--- config.mk ---
export PLATFORM = sky130hd
export DESIGN_NAME = pll_lock_monitor
export DESIGN_NICKNAME = d
export VERILOG_FILES = /design/src/rtl/pll_lock_monitor.sv
export SDC_FILE = /design/constraint.sdc
export NUM_CORES = 1
export LEC_CHECK = 0
export CAP_MARGIN = 20
export CORE_MARGIN = 5
export CORE_UTILIZATION = 30
export CTS_CLUSTER_DIAMETER = 100
export DETAILED_ROUTE_END_ITERATION = 7
export SLEW_MARGIN = 30
export SYNTH_ARGS = -nofsm -noshare
export SYNTH_HDL_FRONTEND = slang
export SYNTH_SLANG_ARGS = --single-unit
--- constraint.sdc ---
create_clock -name CLK -period 4.9 [get_ports CLK]
set_input_delay 0.98 -clock CLK [delete_from_list [all_inputs] [get_ports CLK]]
set_output_delay 0.98 -clock CLK [all_outputs]
set_load 0.01 [all_outputs]
--- src/rtl/pll_lock_monitor.sv ---
// Lock/frequency monitor for a PLL output clock: counts CLK cycles per REF period and
// qualifies lock against an expected ratio with hysteresis.
module pll_lock_monitor #(
  parameter int unsigned SYNC_STAGES  = 2,
  parameter int unsigned CNT_W        = 8,
  parameter int unsigned EXP_RATIO    = 8,
  parameter int unsigned TOL          = 1,
  parameter int unsigned LOCK_COUNT   = 4,
  parameter int unsigned UNLOCK_COUNT = 2
) (
  input  logic             CLK,
  input  logic             reset,
  input  logic             REF,
  input  logic             en,
  output logic [CNT_W-1:0] period,
  output logic             period_valid,
  output logic             locked,
  output logic             lock_lost,
  output logic [1:0]       state
);

  typedef enum logic [1:0] {
    StIdle    = 2'b00,
    StArm     = 2'b01,
    StMeasure = 2'b10,
    StLocked  = 2'b11
  } state_e;

  localparam int unsigned GoodW = $clog2(LOCK_COUNT + 1);
  localparam int unsigned BadW  = $clog2(UNLOCK_COUNT + 1);

  localparam logic [CNT_W-1:0] CntMax  = '1;
  localparam logic [CNT_W:0]   ExpWide = (CNT_W + 1)'(EXP_RATIO);
  localparam logic [CNT_W:0]   TolWide = (CNT_W + 1)'(TOL);
  localparam logic [GoodW-1:0] GoodTgt = GoodW'(LOCK_COUNT);
  localparam logic [BadW-1:0]  BadTgt  = BadW'(UNLOCK_COUNT);

  state_e                 state_q, state_d;
  logic [SYNC_STAGES-1:0] sync_q;
  logic                   ref_prev_q;
  logic [CNT_W-1:0]       cnt_q, cnt_d;
  logic [GoodW-1:0]       good_q, good_d, good_inc;
  logic [BadW-1:0]        bad_q, bad_d, bad_inc;
  logic                   locked_q, locked_d;
  logic [CNT_W-1:0]       period_q, period_d;
  logic                   pv_q, pv_d;
  logic                   lost_q, lost_d;

  logic             ref_rise;
  logic [CNT_W:0]   cnt_wide, diff;
  logic             match;

  // REF synchronizer plus one extra flop for rising-edge detection.
  always_ff @(posedge CLK or posedge reset) begin
    if (reset) begin
      sync_q     <= '0;
      ref_prev_q <= 1'b0;
    end else begin
      sync_q     <= {sync_q[SYNC_STAGES-2:0], REF};
      ref_prev_q <= sync_q[SYNC_STAGES-1];
    end
  end

  assign ref_rise = sync_q[SYNC_STAGES-1] & ~ref_prev_q;

  // Saturated count never matches, so a lost REF can't look like a valid period.
  assign cnt_wide = {1'b0, cnt_q};
  assign diff     = (cnt_wide >= ExpWide) ? (cnt_wide - ExpWide) : (ExpWide - cnt_wide);
  assign match    = (cnt_q != CntMax) && (diff <= TolWide);
  assign good_inc = good_q + GoodW'(1);
  assign bad_inc  = bad_q + BadW'(1);

  // State register
  always_ff @(posedge CLK or posedge reset) begin
    if (reset) begin
      state_q  <= StIdle;
      cnt_q    <= '0;
      good_q   <= '0;
      bad_q    <= '0;
      locked_q <= 1'b0;
      period_q <= '0;
      pv_q     <= 1'b0;
      lost_q   <= 1'b0;
    end else begin
      state_q  <= state_d;
      cnt_q    <= cnt_d;
      good_q   <= good_d;
      bad_q    <= bad_d;
      locked_q <= locked_d;
      period_q <= period_d;
      pv_q     <= pv_d;
      lost_q   <= lost_d;
    end
  end

  // Next-state logic
  always_comb begin
    state_d  = state_q;
    cnt_d    = cnt_q;
    good_d   = good_q;
    bad_d    = bad_q;
    locked_d = locked_q;
    period_d = period_q;
    pv_d     = 1'b0;
    lost_d   = 1'b0;

    if (!en) begin
      state_d  = StIdle;
      cnt_d    = '0;
      good_d   = '0;
      bad_d    = '0;
      locked_d = 1'b0;
    end else begin
      unique case (state_q)
        StIdle: begin
          cnt_d    = '0;
          good_d   = '0;
          bad_d    = '0;
          locked_d = 1'b0;
          state_d  = StArm;
        end
        StArm: begin
          good_d   = '0;
          bad_d    = '0;
          locked_d = 1'b0;
          if (ref_rise) begin
            cnt_d   = CNT_W'(1);
            state_d = StMeasure;
          end else begin
            cnt_d = '0;
          end
        end
        StMeasure, StLocked: begin
          if (ref_rise) begin
            cnt_d    = CNT_W'(1);
            pv_d     = 1'b1;
            period_d = cnt_q;
            if (state_q == StMeasure) begin
              if (match) begin
                good_d = good_inc;
                if (good_inc == GoodTgt) begin
                  state_d  = StLocked;
                  locked_d = 1'b1;
                  bad_d    = '0;
                end
              end else begin
                good_d = '0;
              end
            end else if (match) begin
              bad_d = '0;
            end else if (bad_inc == BadTgt) begin
              state_d  = StMeasure;
              locked_d = 1'b0;
              good_d   = '0;
              bad_d    = '0;
              lost_d   = 1'b1;
            end else begin
              bad_d = bad_inc;
            end
          end else if (cnt_q == CntMax) begin
            // REF has stopped: re-arm and discard the next partial period.
            state_d  = StArm;
            cnt_d    = '0;
            good_d   = '0;
            bad_d    = '0;
            locked_d = 1'b0;
            lost_d   = (state_q == StLocked);
          end else begin
            cnt_d = cnt_q + CNT_W'(1);
          end
        end
        default: state_d = StIdle;
      endcase
    end
  end

  // Output logic
  always_comb begin
    period       = period_q;
    period_valid = pv_q;
    locked       = locked_q;
    lock_lost    = lost_q;
    state        = state_q;
  end

endmodule
==> impl_results.md <==
- Hold wc startpoint: sync_q[0]$_DFF_PP0_
- Antenna Nets Post-Route: 0
- # rows: 26
- Routed via count: about 1200
- Worst-Skew Late Latency: 280 ps
- Max capacitance violation total: 0
- Logic pwr share: around 7.6%
- Post-DP HPWL: 2329 um
- Num CTS Buffers: 5
- Clk pwr share: about 40%
- Fin. max-slew vios: 0
- Cell count after synthesis: ~160
- Mapped cell area: approximately 1600 sq um
- RSZ-0062 raised after global routing: no
- Slew @ Worst Pin: roughly 690 ps
- Wire per inst: between 10 and 15 um
- Routed vias/inst: 4.817
- Grt ovf: 0
- WL final: ~3200 um
- Sequential share of power: around 52%
- Yosys top cell area share: 45.92%
- Avg Cell Area, Syn: ~9.7 sq um
- Final Cell Area: 1879 sq um
- Critical path type: in -> reg
- Reg-to-reg endpoint: lock_lost$_DFF_PP0_
- Die Wd: ~83 um
- Seq cells post-synth: 29
- Switching Fraction: between 20% and 30%
- Nature of the critical path endpoint: register
- EDFF count, synth: 0
- Ant. Diodes: 0
- Fillcell total: ~530
- Root Driver: clkbuf_8
- Endpoints failing setup: 0
- Fin cells: 251
- Drc violations: 0
- Initial Util: 30.94%
- Internal power: around 370 uW
- Fin. Hold Viols: 0
- Ratio of cells with drive above 1 in the final layout: under 10%
- Area growth syn-to-layout: 18.92%
- Status: finished, final reports clean
- Post-cts gate resize count: 0
- Vias in the first global route: between 1000 and 1500
- Sequential cell area fraction in the yosys report: between 40 and 50%
- Number of antenna violations at the first check in global routing: 0
- Req. time, crit path: ~5100 ps
- Peak VDD IR: around 0.15 mV
- Top FF cell, synth: dfrtp_1
- Post-CTS Setup Bufs: 0
- Fin crit share: between 50% and 60%
- TritonCTS clock tree: yes
- Die height: about 83 um
- Top post-synthesis cells by area: dfrtp_1, ha_1, nand2_1, o21ai_0, nor2_1
- Worst setup SP type: input pin
- Max frequency: approximately 340 MHz
- Sum Neg Setup Slack: 0 ps
- Most common cell after layout, fill and taps aside: dfrtp_1
- R2R Path Start: cnt_q[3]$_DFF_PP0_
- Slew headroom: between 50% and 60%
- Clk_skew: around 6.3 ps
- Distinct cells, synth: 45
- Cts hold-fix bufs: 0
- Async S/R FF share, synth: 100.0%
- Max clock buf depth: 2
- CTS sink cnt: 29
- First-pass GRT wire length: 5644 um
- First drt pass iteration count: 4
- Cells on worst reg2reg path: 7
- Placed Instances: roughly 240
- 1st-iter DRT viols: 53
- Leakage: 0.0008445 uW
- Largest net degree at the start of global routing: 30
- Top-Level Pins: 17
- Die area: 6819 sq um
- Routability cong.: between 0.7 and 0.8
- Post-Syn Nets: ~180
- Total core area: 5107 sq um
- Min-Delay Path Class: reg -> reg
- Gr usage total: between 10% and 20%
- Power Density: about 260 nW/um^2
- H-tree Lvls: 2
- Total area of sequential cells: about 730 sq um
- Post-synth top area cell: dfrtp_1
- Worst-path clk slew: 60 ps
- Arrival @ worst endpoint: around 3100 ps
- Yosys warning count: 0
- Hold Path End: sync_q[1]$_DFF_PP0_
- R2R setup slack: 2560 ps
- Nets: roughly 190
- Placed Area: between 1500 and 2000 sq um
- Commonest cells after routing, fill and taps aside: dfrtp_1, nand2_1, clkdlybuf4s50_1
- Switching power: roughly 110 uW
- WHS Path Cells: 0
- Port Buf Inserts: 16
- Min Tclk post-route: a little under 3000 ps
- CP Max Fanout: 19
- Multi-input logic area: slightly below 800 sq um
==> power groups by stage <==
stage,combinational (uW),sequential [uW],clock (uW)
floorplan,24.3,255,0
global placement,36.9,257,0
detailed placement,37.0,257,0
CTS,37.2,253,200
global route,41.6,254,216
finish,36.8,253,195
==> cells in the mapped netlist (2+ instances only) <==
| cell type | count |
|---|---|
| a22o_1 | 2 |
| nor2_1 | 13 |
| dfrtp_1 | 29 |
| inv_1 | 11 |
| nand3_1 | 4 |
| buf_6 | 2 |
| nand2_1 | 23 |
| o21ai_0 | 13 |
| clkbuf_1 | 2 |
| a21oi_1 | 4 |
| xnor2_1 | 5 |
| nor2b_1 | 3 |
| xor2_1 | 3 |
| o211a_1 | 2 |
| a32oi_1 | 2 |
| o31ai_1 | 3 |
| a31oi_1 | 4 |
| ha_1 | 8 |
| or3_1 | 4 |
==> metal layers <==
metal | part of all wire [%] | GRT usage [%] | routed length [um]
met5 | 0 | 0 | 0
met2 | 43 | 16.51 | 1377
met3 | 5.4 | 3.254 | 171
met1 | 50 | 14.57 | 1576
met4 | 1.6 | 3.922 | 50
==> per-stage QoR <==
step	utilization (%)	total power, uW	hold WS (ps)	setup slack (ps)
floorplan	-	278.8	331.2	2823
global placement	35.11	294.3	331.5	1857
detailed placement	35.11	294.2	339.7	1715
CTS	36.80	490.5	352.3	2027
global route	36.80	511.4	365.9	1777
finish	36.80	484.9	350.0	2001
==> worst max-delay path by stage <==
stage                                   from               endpoint  slack (ps)  cells past startpoint
final                                     en  good_q[1]$_DFFE_PP0P_        2000                      6
after global placement                    en  good_q[1]$_DFFE_PP0P_        1860                      6
after floorplan           cnt_q[3]$_DFF_PP0_   bad_q[0]$_DFFE_PP0P_        2820                      7
after CTS                                 en  good_q[1]$_DFFE_PP0P_        2030                      6
after detailed placement                  en  good_q[1]$_DFFE_PP0P_        1720                      6
after global routing                      en  good_q[1]$_DFFE_PP0P_        1780                      6
==> kinds of logic (layout without fill, tap and decap cells) <==
logic type	Yosys count	count (layout)	synth area share, %
AND/OR/NAND/NOR	60	60	19.40
AO/OA/AOI/OAI	41	41	18.45
flip-flops	29	29	45.92
buffers and inverters	16	34	4.830
adder cells (fa/ha/maj)	8	8	6.334
XOR/XNOR	8	8	4.434
multiplexers	1	1	0.6334
==> critical path, stage by stage <==
cell and delay (ps):
clkdlybuf4s50_1 570, nand4b_1 590, inv_1 430, nand2_1 110, o21ai_0 260, a22o_1 180
==> state kept, by name, summed over array words and instances (netlist names) <==
signal and count:
ref_prev_q 1, period 8, state 2, sync_q 2
cnt_q 8, locked 1, lock_lost 1, period_valid 1
bad_q 2, good_q 3
==> layout make-up <==
| class | instances | share of cell area, % |
|---|---|---|
| Inverter | 11 | 2.197 |
| Sequential cell | 29 | 38.62 |
| Tap cell | 70 | 4.660 |
| Timing Repair Buffer | 16 | 8.522 |
| Clock buffer | 7 | 4.594 |
| Multi-Input combinational cell | 118 | 41.41 |
Note: power is estimated with default switching activity, not from simulation.
